==> config.mk <==
export PLATFORM = sky130hd
export DESIGN_NAME = crtc_config
export DESIGN_NICKNAME = d
export VERILOG_FILES = /design/src/rtl/crtc_config.sv
export SDC_FILE = /design/constraint.sdc
export NUM_CORES = 1
export LEC_CHECK = 0
export BUFFER_PORTS_ARGS = -buffer_cell sky130_fd_sc_hd__buf_4
export CORE_MARGIN = 3
export CORE_UTILIZATION = 40
export DETAILED_ROUTE_END_ITERATION = 6
export PLACE_DENSITY = 0.65
export SETUP_SLACK_MARGIN = 0.15
export SKIP_LAST_GASP = 1
export SYNTH_ARGS = -nofsm -noshare
export SYNTH_HDL_FRONTEND = slang
export SYNTH_SLANG_ARGS = --single-unit
==> constraint.sdc <==
create_clock -name dotclk_i -period 2.85 [get_ports dotclk_i]
set_input_delay 0.4275 -clock dotclk_i [delete_from_list [all_inputs] [get_ports dotclk_i]]
set_output_delay 0.4275 -clock dotclk_i [all_outputs]
set_load 0.01 [all_outputs]
==> src/rtl/crtc_config.sv <==
// Wishbone register set for the CRT controller: shadow/active timing registers
// committed at frame end, plus VSYNC/raster interrupt. Option: CRTC_RASTER_IRQ_EN.
module crtc_config (
  input  logic        dotclk_i,
  input  logic        reset_ni,
  input  logic        cyc_i,
  input  logic        stb_i,
  input  logic        we_i,
  input  logic [3:0]  adr_i,
  input  logic [15:0] dat_i,
  output logic [15:0] dat_o,
  output logic        ack_o,
  input  logic [9:0]  x_i,
  input  logic [9:0]  y_i,
  input  logic        vsync_i,
  output logic [9:0]  htotal_o,
  output logic [9:0]  vtotal_o,
  output logic [9:0]  hsstart_o,
  output logic [9:0]  vsstart_o,
  output logic [9:0]  hvstart_o,
  output logic [9:0]  hvend_o,
  output logic [9:0]  vvstart_o,
  output logic [9:0]  vvend_o,
  output logic        irq_o
);

  localparam int unsigned TW   = 10;
  localparam int unsigned NREG = 8;
  localparam logic [TW-1:0] DEF [NREG] = '{10'd799, 10'd524, 10'd704, 10'd523,
                                           10'd0,   10'd640, 10'd524, 10'd479};

  logic [TW-1:0] r_shadow [NREG];
  logic [TW-1:0] r_active [NREG];
  logic          r_pending;
  logic [1:0]    r_status;
  logic [1:0]    r_irqen;
  logic          r_vsync_q;
  logic          r_ack;
  logic [15:0]   r_dat;
  logic          r_irq;
`ifdef CRTC_RASTER_IRQ_EN
  logic [TW-1:0] r_raster;
`endif

  logic          w_acc;
  logic          w_wr;
  logic          w_frame_end;
  logic [1:0]    w_set;
  logic [1:0]    w_w1c;
  logic [15:0]   w_rdata;
  logic          w_unused_dat;

  assign w_acc        = cyc_i & stb_i & ~r_ack;
  assign w_wr         = w_acc & we_i;
  assign w_frame_end  = (x_i == r_active[0]) & (y_i == r_active[1]);
  assign w_unused_dat = &{1'b0, dat_i[15:10]};

  // Event sources and write-one-to-clear mask for STATUS
  always_comb begin
    w_set    = 2'b00;
    w_w1c    = 2'b00;
    w_set[0] = vsync_i & ~r_vsync_q;
`ifdef CRTC_RASTER_IRQ_EN
    w_set[1] = (x_i == r_active[0]) & (y_i == r_raster);
    if (w_wr && adr_i == 4'd10) w_w1c = dat_i[1:0];
`else
    if (w_wr && adr_i == 4'd10) w_w1c[0] = dat_i[0];
`endif
  end

  always_comb begin
    w_rdata = '0;
    case (adr_i)
      4'd0, 4'd1, 4'd2, 4'd3,
      4'd4, 4'd5, 4'd6, 4'd7: w_rdata = 16'(r_shadow[adr_i[2:0]]);
      4'd8:                   w_rdata = 16'(r_pending);
`ifdef CRTC_RASTER_IRQ_EN
      4'd9:                   w_rdata = 16'(r_raster);
`endif
      4'd10:                  w_rdata = 16'(r_status);
      4'd11:                  w_rdata = 16'(r_irqen);
      4'd12:                  w_rdata = 16'(y_i);
      4'd13:                  w_rdata = 16'(x_i);
      default:                w_rdata = '0;
    endcase
  end

  always_ff @(posedge dotclk_i or negedge reset_ni) begin
    if (!reset_ni) begin
      for (int i = 0; i < int'(NREG); i++) begin
        r_shadow[i] <= DEF[i];
        r_active[i] <= DEF[i];
      end
      r_pending <= 1'b0;
      r_status  <= 2'b00;
      r_irqen   <= 2'b00;
      r_vsync_q <= 1'b0;
      r_ack     <= 1'b0;
      r_dat     <= '0;
      r_irq     <= 1'b0;
`ifdef CRTC_RASTER_IRQ_EN
      r_raster  <= '0;
`endif
    end else begin
      r_ack     <= w_acc;
      r_dat     <= w_acc ? w_rdata : 16'd0;
      r_vsync_q <= vsync_i;
      r_irq     <= |(r_status & r_irqen);
      r_status  <= (r_status & ~w_w1c) | w_set;

      if (w_wr && !adr_i[3]) r_shadow[adr_i[2:0]] <= dat_i[TW-1:0];

      // Copy takes the pre-edge shadow values; a request during pending is absorbed
      if (r_pending && w_frame_end) begin
        for (int i = 0; i < int'(NREG); i++) r_active[i] <= r_shadow[i];
        r_pending <= 1'b0;
      end else if (w_wr && adr_i == 4'd8 && dat_i[0]) begin
        r_pending <= 1'b1;
      end

`ifdef CRTC_RASTER_IRQ_EN
      if (w_wr && adr_i == 4'd9)  r_raster <= dat_i[TW-1:0];
      if (w_wr && adr_i == 4'd11) r_irqen  <= dat_i[1:0];
`else
      if (w_wr && adr_i == 4'd11) r_irqen  <= {1'b0, dat_i[0]};
`endif
    end
  end

  assign dat_o     = r_dat;
  assign ack_o     = r_ack;
  assign irq_o     = r_irq;
  assign htotal_o  = r_active[0];
  assign vtotal_o  = r_active[1];
  assign hsstart_o = r_active[2];
  assign vsstart_o = r_active[3];
  assign hvstart_o = r_active[4];
  assign hvend_o   = r_active[5];
  assign vvstart_o = r_active[6];
  assign vvend_o   = r_active[7];

endmodule

==> results of run 1 <==
-- placed cells by master (no fill, tap or decap), drive strengths merged, types with 5 or more instances in the layout --
cell / Yosys / layout
dfrtp: 116 / 116
mux4: 20 / 20
nor2: 23 / 23
o21ai: 5 / 5
mux2i: 10 / 10
dfstp: 60 / 60
mux2: 161 / 161
buf: 26 / 148
conb: 1 / 6
nand2: 7 / 7
clkbuf: 2 / 17
a221oi: 9 / 9
inv: 1 / 9
xnor2: 16 / 16
-- routing by layer --
layer  global-route usage (%)  vias up  share of wire, %  routed length, µm
li1                         -     2071                 -                  -
met1                     25.7     2388                45               8820
met2                     28.2      158                46               8970
met3                     5.24       29               6.4               1250
met4                     5.96        0               1.9                364
met5                        0        -                 0                  0
-- worst max-delay path by stage --
stage / endpoint / start / cells past startpoint / slack [ps]
3_3_place_gp: hsstart_o[2]$_DFFE_PN0P_ / x_i[6] / 7 / 390
6_report: hvstart_o[2]$_DFFE_PN0P_ / htotal_o[6]$_DFFE_PN0P_ / 6 / 490
4_1_cts: hvstart_o[2]$_DFFE_PN0P_ / htotal_o[6]$_DFFE_PN0P_ / 6 / 490
5_1_grt: vsstart_o[2]$_DFFE_PN0P_ / htotal_o[6]$_DFFE_PN0P_ / 6 / 360
2_1_floorplan: hsstart_o[0]$_DFFE_PN0P_ / vtotal_o[9]$_DFFE_PN1P_ / 6 / 830
3_5_place_dp: vsstart_o[4]$_DFFE_PN0P_ / x_i[6] / 7 / 380
-- worst reg2reg max path, delay by kind of cell (launching register included) --
family | cells | cell delay [ps]
xor+xnor | 1 | 370
simple gates | 3 | 830
buf+inv | 1 | 260
mux | 1 | 360
flops | 1 | 420
-- cell type report --
cell class                      count  area share (%)
Inverter                            1          0.0380
Multi-Input combinational cell    290            33.5
Sequential cell                   176            45.3
Tap cell                          265            3.35
Timing Repair Buffer              149            11.8
Clock buffer                       17            4.30
Clock inverter                     15            1.73
-- kinds of logic (layout without fill, tap and decap cells) --
group	Yosys count	count (layout)	synth area share (%)
flops	176	176	56.1
other cells	1	6	0.0470
buf+inv	29	182	2.60
xor+xnor	20	20	2.19
compound gates	17	17	1.58
mux	191	191	33.3
simple gates	56	56	4.14
-- flip-flops by register name, indices dropped and copies added, names as in the netlist, 10 cells and up --
signal,flops
hsstart_o,10
htotal_o,10
r_shadow,80
hvend_o,10
vtotal_o,10
hvstart_o,10
vsstart_o,10
vvstart_o,10
dat_o,10
vvend_o,10
-- cell usage after synthesis, drive strengths merged, types with 2 or more instances --
library cell and instances:
mux2 161, dfrtp 116, dfstp 60, buf 26, nor2 23, mux4 20
xnor2 16, mux2i 10, a221oi 9, nand2 7, o21ai 5, nand2b 4
nand3 4, nand4 4, xor2 4, nand3b 3, nor3 3, a211oi 2
clkbuf 2, nor4 2
-- what timing repair did --
item	CTS	global route
setup buffers	0	0
endpoints found under the hold margin	24	0
gates resized for setup	0	0
hold buffers	1	0
-- per-stage QoR --
| stage | cells | hold WS (ps) | utilization, % | total power, mW |
|---|---|---|---|---|
| after detailed placement | 880 | 417 | 47.5 | 3.33 |
| after floorplan | 495 | 132 | - | 3.10 |
| after CTS | 913 | 102 | 50.6 | 5.70 |
| after global placement | 880 | 422 | 47.5 | 3.30 |
| final | 913 | 126 | 50.6 | 5.64 |
| after global routing | 913 | 102 | 50.6 | 5.86 |
-- power breakdown --
part	internal, mW	switching [mW]
clock network	1.32	1.05
registers	2.69	0.122
logic	0.259	0.212
==> out/results.ini, run 1 <==
[setup_path]
cp_top_family = simple AND/OR/NAND/NOR gates
crit_arrival_ps = 2680
worst_ep_required_time_ps = 3160
rr_endpoint = hvstart_o[2]$_DFFE_PN0P_
slowest_delay_ps = 420
critPathKind = flip-flop to flip-flop
start_kind = flip-flop
rrSetupSlack_ps = 490
rr_startpoint = htotal_o[6]$_DFFE_PN0P_
r2r_cells = 6
crit_buf_inv = 1
path_cells = xnor2_1 -> nand4_1 -> nor4_2 -> nand4_4 -> buf_12 -> mux2_4
crit_path_top_delay_cell = dfrtp_1
worstPathMaxFanout = 43
critPathCaptureType = flip-flop

[hold_path]
min_path_cells = 1
min_from = vsync_i
hold_class = primary input to flip-flop
hold-path-endpoint = r_vsync_q$_DFF_PN0_

[yosys]
synth_warnings = 0
synth.top_cells.by_area = dfrtp_1, dfstp_2, mux2_4, mux2_2, mux4_2
ys_ff_latch = 176
seq_area_frac_synth_pct = 56.1
synthCells = 490
synth_edf_count = 0
ys_async_sr_fraction_pct = 100
yosysTopAreaCell = dfrtp_1
synth_area_mm2 = 0.00798
ys.flop_type = dfrtp_1
syn_area_per_cell_um2 = 16.3
synth_top_cell_area_share_pct = 36.4
synth_cell_types = 38

[floorplan]
start_util_pct = 40.9
chipWidth_um = 147
core_area_mm2 = 0.0195
rows = 51
die_h_um = 147
dieArea_mm2 = 0.0217
num_io_pins = 144

[global_route]
grt_pass1_vias = 5081
grt_pass1_wl_mm = 30.3
grt_max_degree = 68
grt.total_usage_pct = 18.5
antenna_found_initial = 0
grt_overflow = 0

[place]
routabilityCongestion = 0.773
hpwl_mm = 13.5
pre_cts_ws_ps = 377
port_buffers = 131
dpl_cell_area_mm2 = 0.00928

[timing]
maxSlewHeadroom_pct = 52.4
rsz0062_at_grt = false
worst_slew_pin_slew_ps = 712
timing.final.ws_setup_ps = 486
slew_viol_final = 0
period_minus_slack_ps = 2360
max_freq_ghz = 0.423
fin_worst_skew_ps = 10.1
timing.setup.tns_ps = 0
setup_viol = 0
hold_viol_final = 0
min_period_over_period_pct = 82.9

[finish]
final-seq-area_mm2 = 0.00448
layout-drive-gt1-share_pct = 66.2
finalInstanceArea_mm2 = 0.00989
area_growth_pct = 23.9
fill_cells = 1671
diodes = 0
multi_input_area_mm2 = 0.00331
nets = 681

[routing]
via_count = 4646
drt_iter0_drc = 244
ant_nets = 0
vias_per_cell = 5.09
drc = 0
wl_mm = 19.4
wl_per_cell_um = 21.3
first_pass_iters = 5

[clock_tree]
clock_sinks = 176
path_clk_slew_ps = 70
ctsLongestPathBuffers = 2
cts_root_buffer = clkbuf_16
cts_tree = yes
numCtsBuffers = 17
clk_latency_ps = 430
cts_max_level = 4

[run]
max_cap_viol_count = 0

[power]
ir_drop_v = 0.000417
power.leakage_nw = 4.85
p_per_area_mw_per_mm2 = 571

[status]
status = finished, final reports clean

(Power assumes the default switching activity.)
==> run 2, diff against run 1 <==
Settings changed: ABC_AREA set to 1.
Clock period 2.85 ns to 2.5 ns, I/O delays scaled along.
==> run 2 against run 1 <==
  * Area after synthesis grew 4.1%
  * Final cell count grew 57%
  * Final area grew 2.1%
  * Combinational power grew 25%
  * Critical path depth grew 3
  * Register-to-register slack gained 140 ps
  * Worst hold slack lost 68 ps
  * Critical path type unchanged
==> out/results.ini, run 2 <==
[routing]
drc = 0
via_count = 7183
drt_iter0_drc = 577
ant_nets = 0
wl_mm = 23.6
wl_per_cell_um = 16.5
vias_per_cell = 5.03
first_pass_iters = 4

[finish]
fin_cells = 1429
layout-drive-gt1-share_pct = 22.0
final_util_pct = 49.7
final_cell_mix = nand2_1, buf_4, dfrtp_1
largest_register_ff_count = 80
regMostFlops = r_shadow
diodes = 0
area_growth_pct = 21.5
fill_cells = 1996
nets = 1192
finalInstanceArea_mm2 = 0.0101
final_common_cell = nand2_1

[place]
port_buffers = 131
hpwl_mm = 16.2
dpl_cell_area_mm2 = 0.00948
pre_cts_ws_ps = 578
routabilityCongestion = 0.915
dp_cells = 1396

[setup_path]
worstPathMaxFanout = 80
critPathKind = flip-flop to flip-flop
critPathCaptureType = flip-flop
rr_startpoint = htotal_o[3]$_DFFE_PN1P_
worst_ep_required_time_ps = 2880
crit_arrival_ps = 2250
start_kind = flip-flop
critPathLaunch = htotal_o[3]$_DFFE_PN1P_

[power]
p_per_area_mw_per_mm2 = 649
power_mw = 6.55
ir_drop_v = 0.000429
power.leakage_nw = 5.17

[timing]
min_period_over_period_pct = 74.9
setup_viol = 0
rsz0062_at_grt = false
hold_viol_final = 0
fin_worst_skew_ps = 12.1
worst_slew_pin_slew_ps = 569
max_freq_ghz = 0.534
period_minus_slack_ps = 1870
timing.final.ws_setup_ps = 627
timing.setup.tns_ps = 0
whs_ps = 57.8
slew_viol_final = 0
maxSlewHeadroom_pct = 62.0

[yosys]
syn_area_per_cell_um2 = 8.02
synth.top_cells.by_area = dfrtp_1, dfstp_2, nand2_1, nand4_1, o21ai_1
synthCells = 1036
synth_warnings = 0
ys_async_sr_fraction_pct = 100
synth_cell_types = 27
synth_top_cell_area_share_pct = 34.9
seq_area_frac_synth_pct = 53.9
ys_ff_latch = 176
ys.flop_type = dfrtp_1
synth_most_common_cell = nand2_1
synth_common_cells = nand2_1, dfrtp_1, nand4_1, nor2_1, o21ai_1
synth_area_mm2 = 0.00831
synth_edf_count = 0
yosysTopAreaCell = dfrtp_1

[floorplan]
core_area_mm2 = 0.0203
die_h_um = 150
dieArea_mm2 = 0.0225
chipWidth_um = 150
num_io_pins = 144
start_util_pct = 40.9
rows = 52

[global_route]
grt_pass1_wl_mm = 37.3
antenna_found_initial = 0
grt_overflow = 0
grt_max_degree = 81
grt.total_usage_pct = 21.3
grt_pass1_vias = 6800

[run]
max_cap_viol_count = 0

[clock_tree]
cts_tree = yes
cts_max_level = 4
path_clk_slew_ps = 70
numCtsBuffers = 17
cts_root_buffer = clkbuf_16
clock_sinks = 176
post_cts_buffers = 0
ctsLongestPathBuffers = 2
clk_latency_ps = 440

[hold_path]
hold_class = primary input to flip-flop
min_from = vsync_i

[status]
status = finished, final reports clean

-- run 2: what timing repair did --
action / in CTS / in global routing
resized for setup: 0 / 0
hold endpoints to repair: 34 / 0
hold buffers: 1 / 0
-- run 2: kinds of logic after synthesis --
logic type                count (synthesis)  share of synthesized area [%]
DFF                                     176                           53.9
other                                     1                         0.0451
xor gates and xnor gates                  1                          0.105
AOI/OAI and AO/OA                       115                           7.39
buffers and inverters                   149                           8.22
and+or+nand+nor                         594                           30.3
-- run 2: path summary, 6_finish.rpt --
| check | endpoint | slack, ps | depth (start not counted) |
|---|---|---|---|
| min in group asynchronous | htotal_o[5]$_DFFE_PN0P_ | 470 | 2 |
| worst min-delay path | r_vsync_q$_DFF_PN0_ | 60 | 1 |
| worst max-delay path | vvend_o[4]$_DFFE_PN1P_ | 630 | 9 |
| worst min register to register | r_status[0]$_DFF_PN0_ | 430 | 1 |
| worst max register to register | vvend_o[4]$_DFFE_PN1P_ | 630 | 9 |
| max in group asynchronous | r_shadow[70]$_DFFE_PN1P_ | 1250 | 3 |
-- run 2: routing by layer --
layer / up-vias / part of all wire, % / track usage (%)
met2: 226 / 46 / 32.6
met3: 35 / 5.5 / 3.55
li1: 3550 / - / -
met1: 3372 / 47 / 30.6
met5: - / 0 / 0
met4: 0 / 2.2 / 7.78
-- run 2: cell type report --
class,count,area [µm²],area share (%)
well taps,270,338,3.35
multi-input cells,716,3160,31.4
flip-flops and latches,176,4480,44.4
repair buffers,151,1190,11.8
inverters,84,315,3.12
clock inverters,13,153,1.51
clock buffers,19,453,4.49
-- run 2: worst max-delay path, cell delays in order (launching register included) --
cell	delay, ps
dfstp_2	570
inv_1	50
nand2_1	90
nand2_1	50
nor2_1	100
nand2_1	100
nor2_4	180
buf_12	310
nand4_1	220
nand2_1	110
-- run 2: report_power, final --
group	total, mW	internal (mW)	switching [mW]	leakage (nW)
combinational	0.591	0.220	0.371	2.67
sequential	3.22	3.06	0.156	2.20
clock	2.74	1.55	1.19	0.298
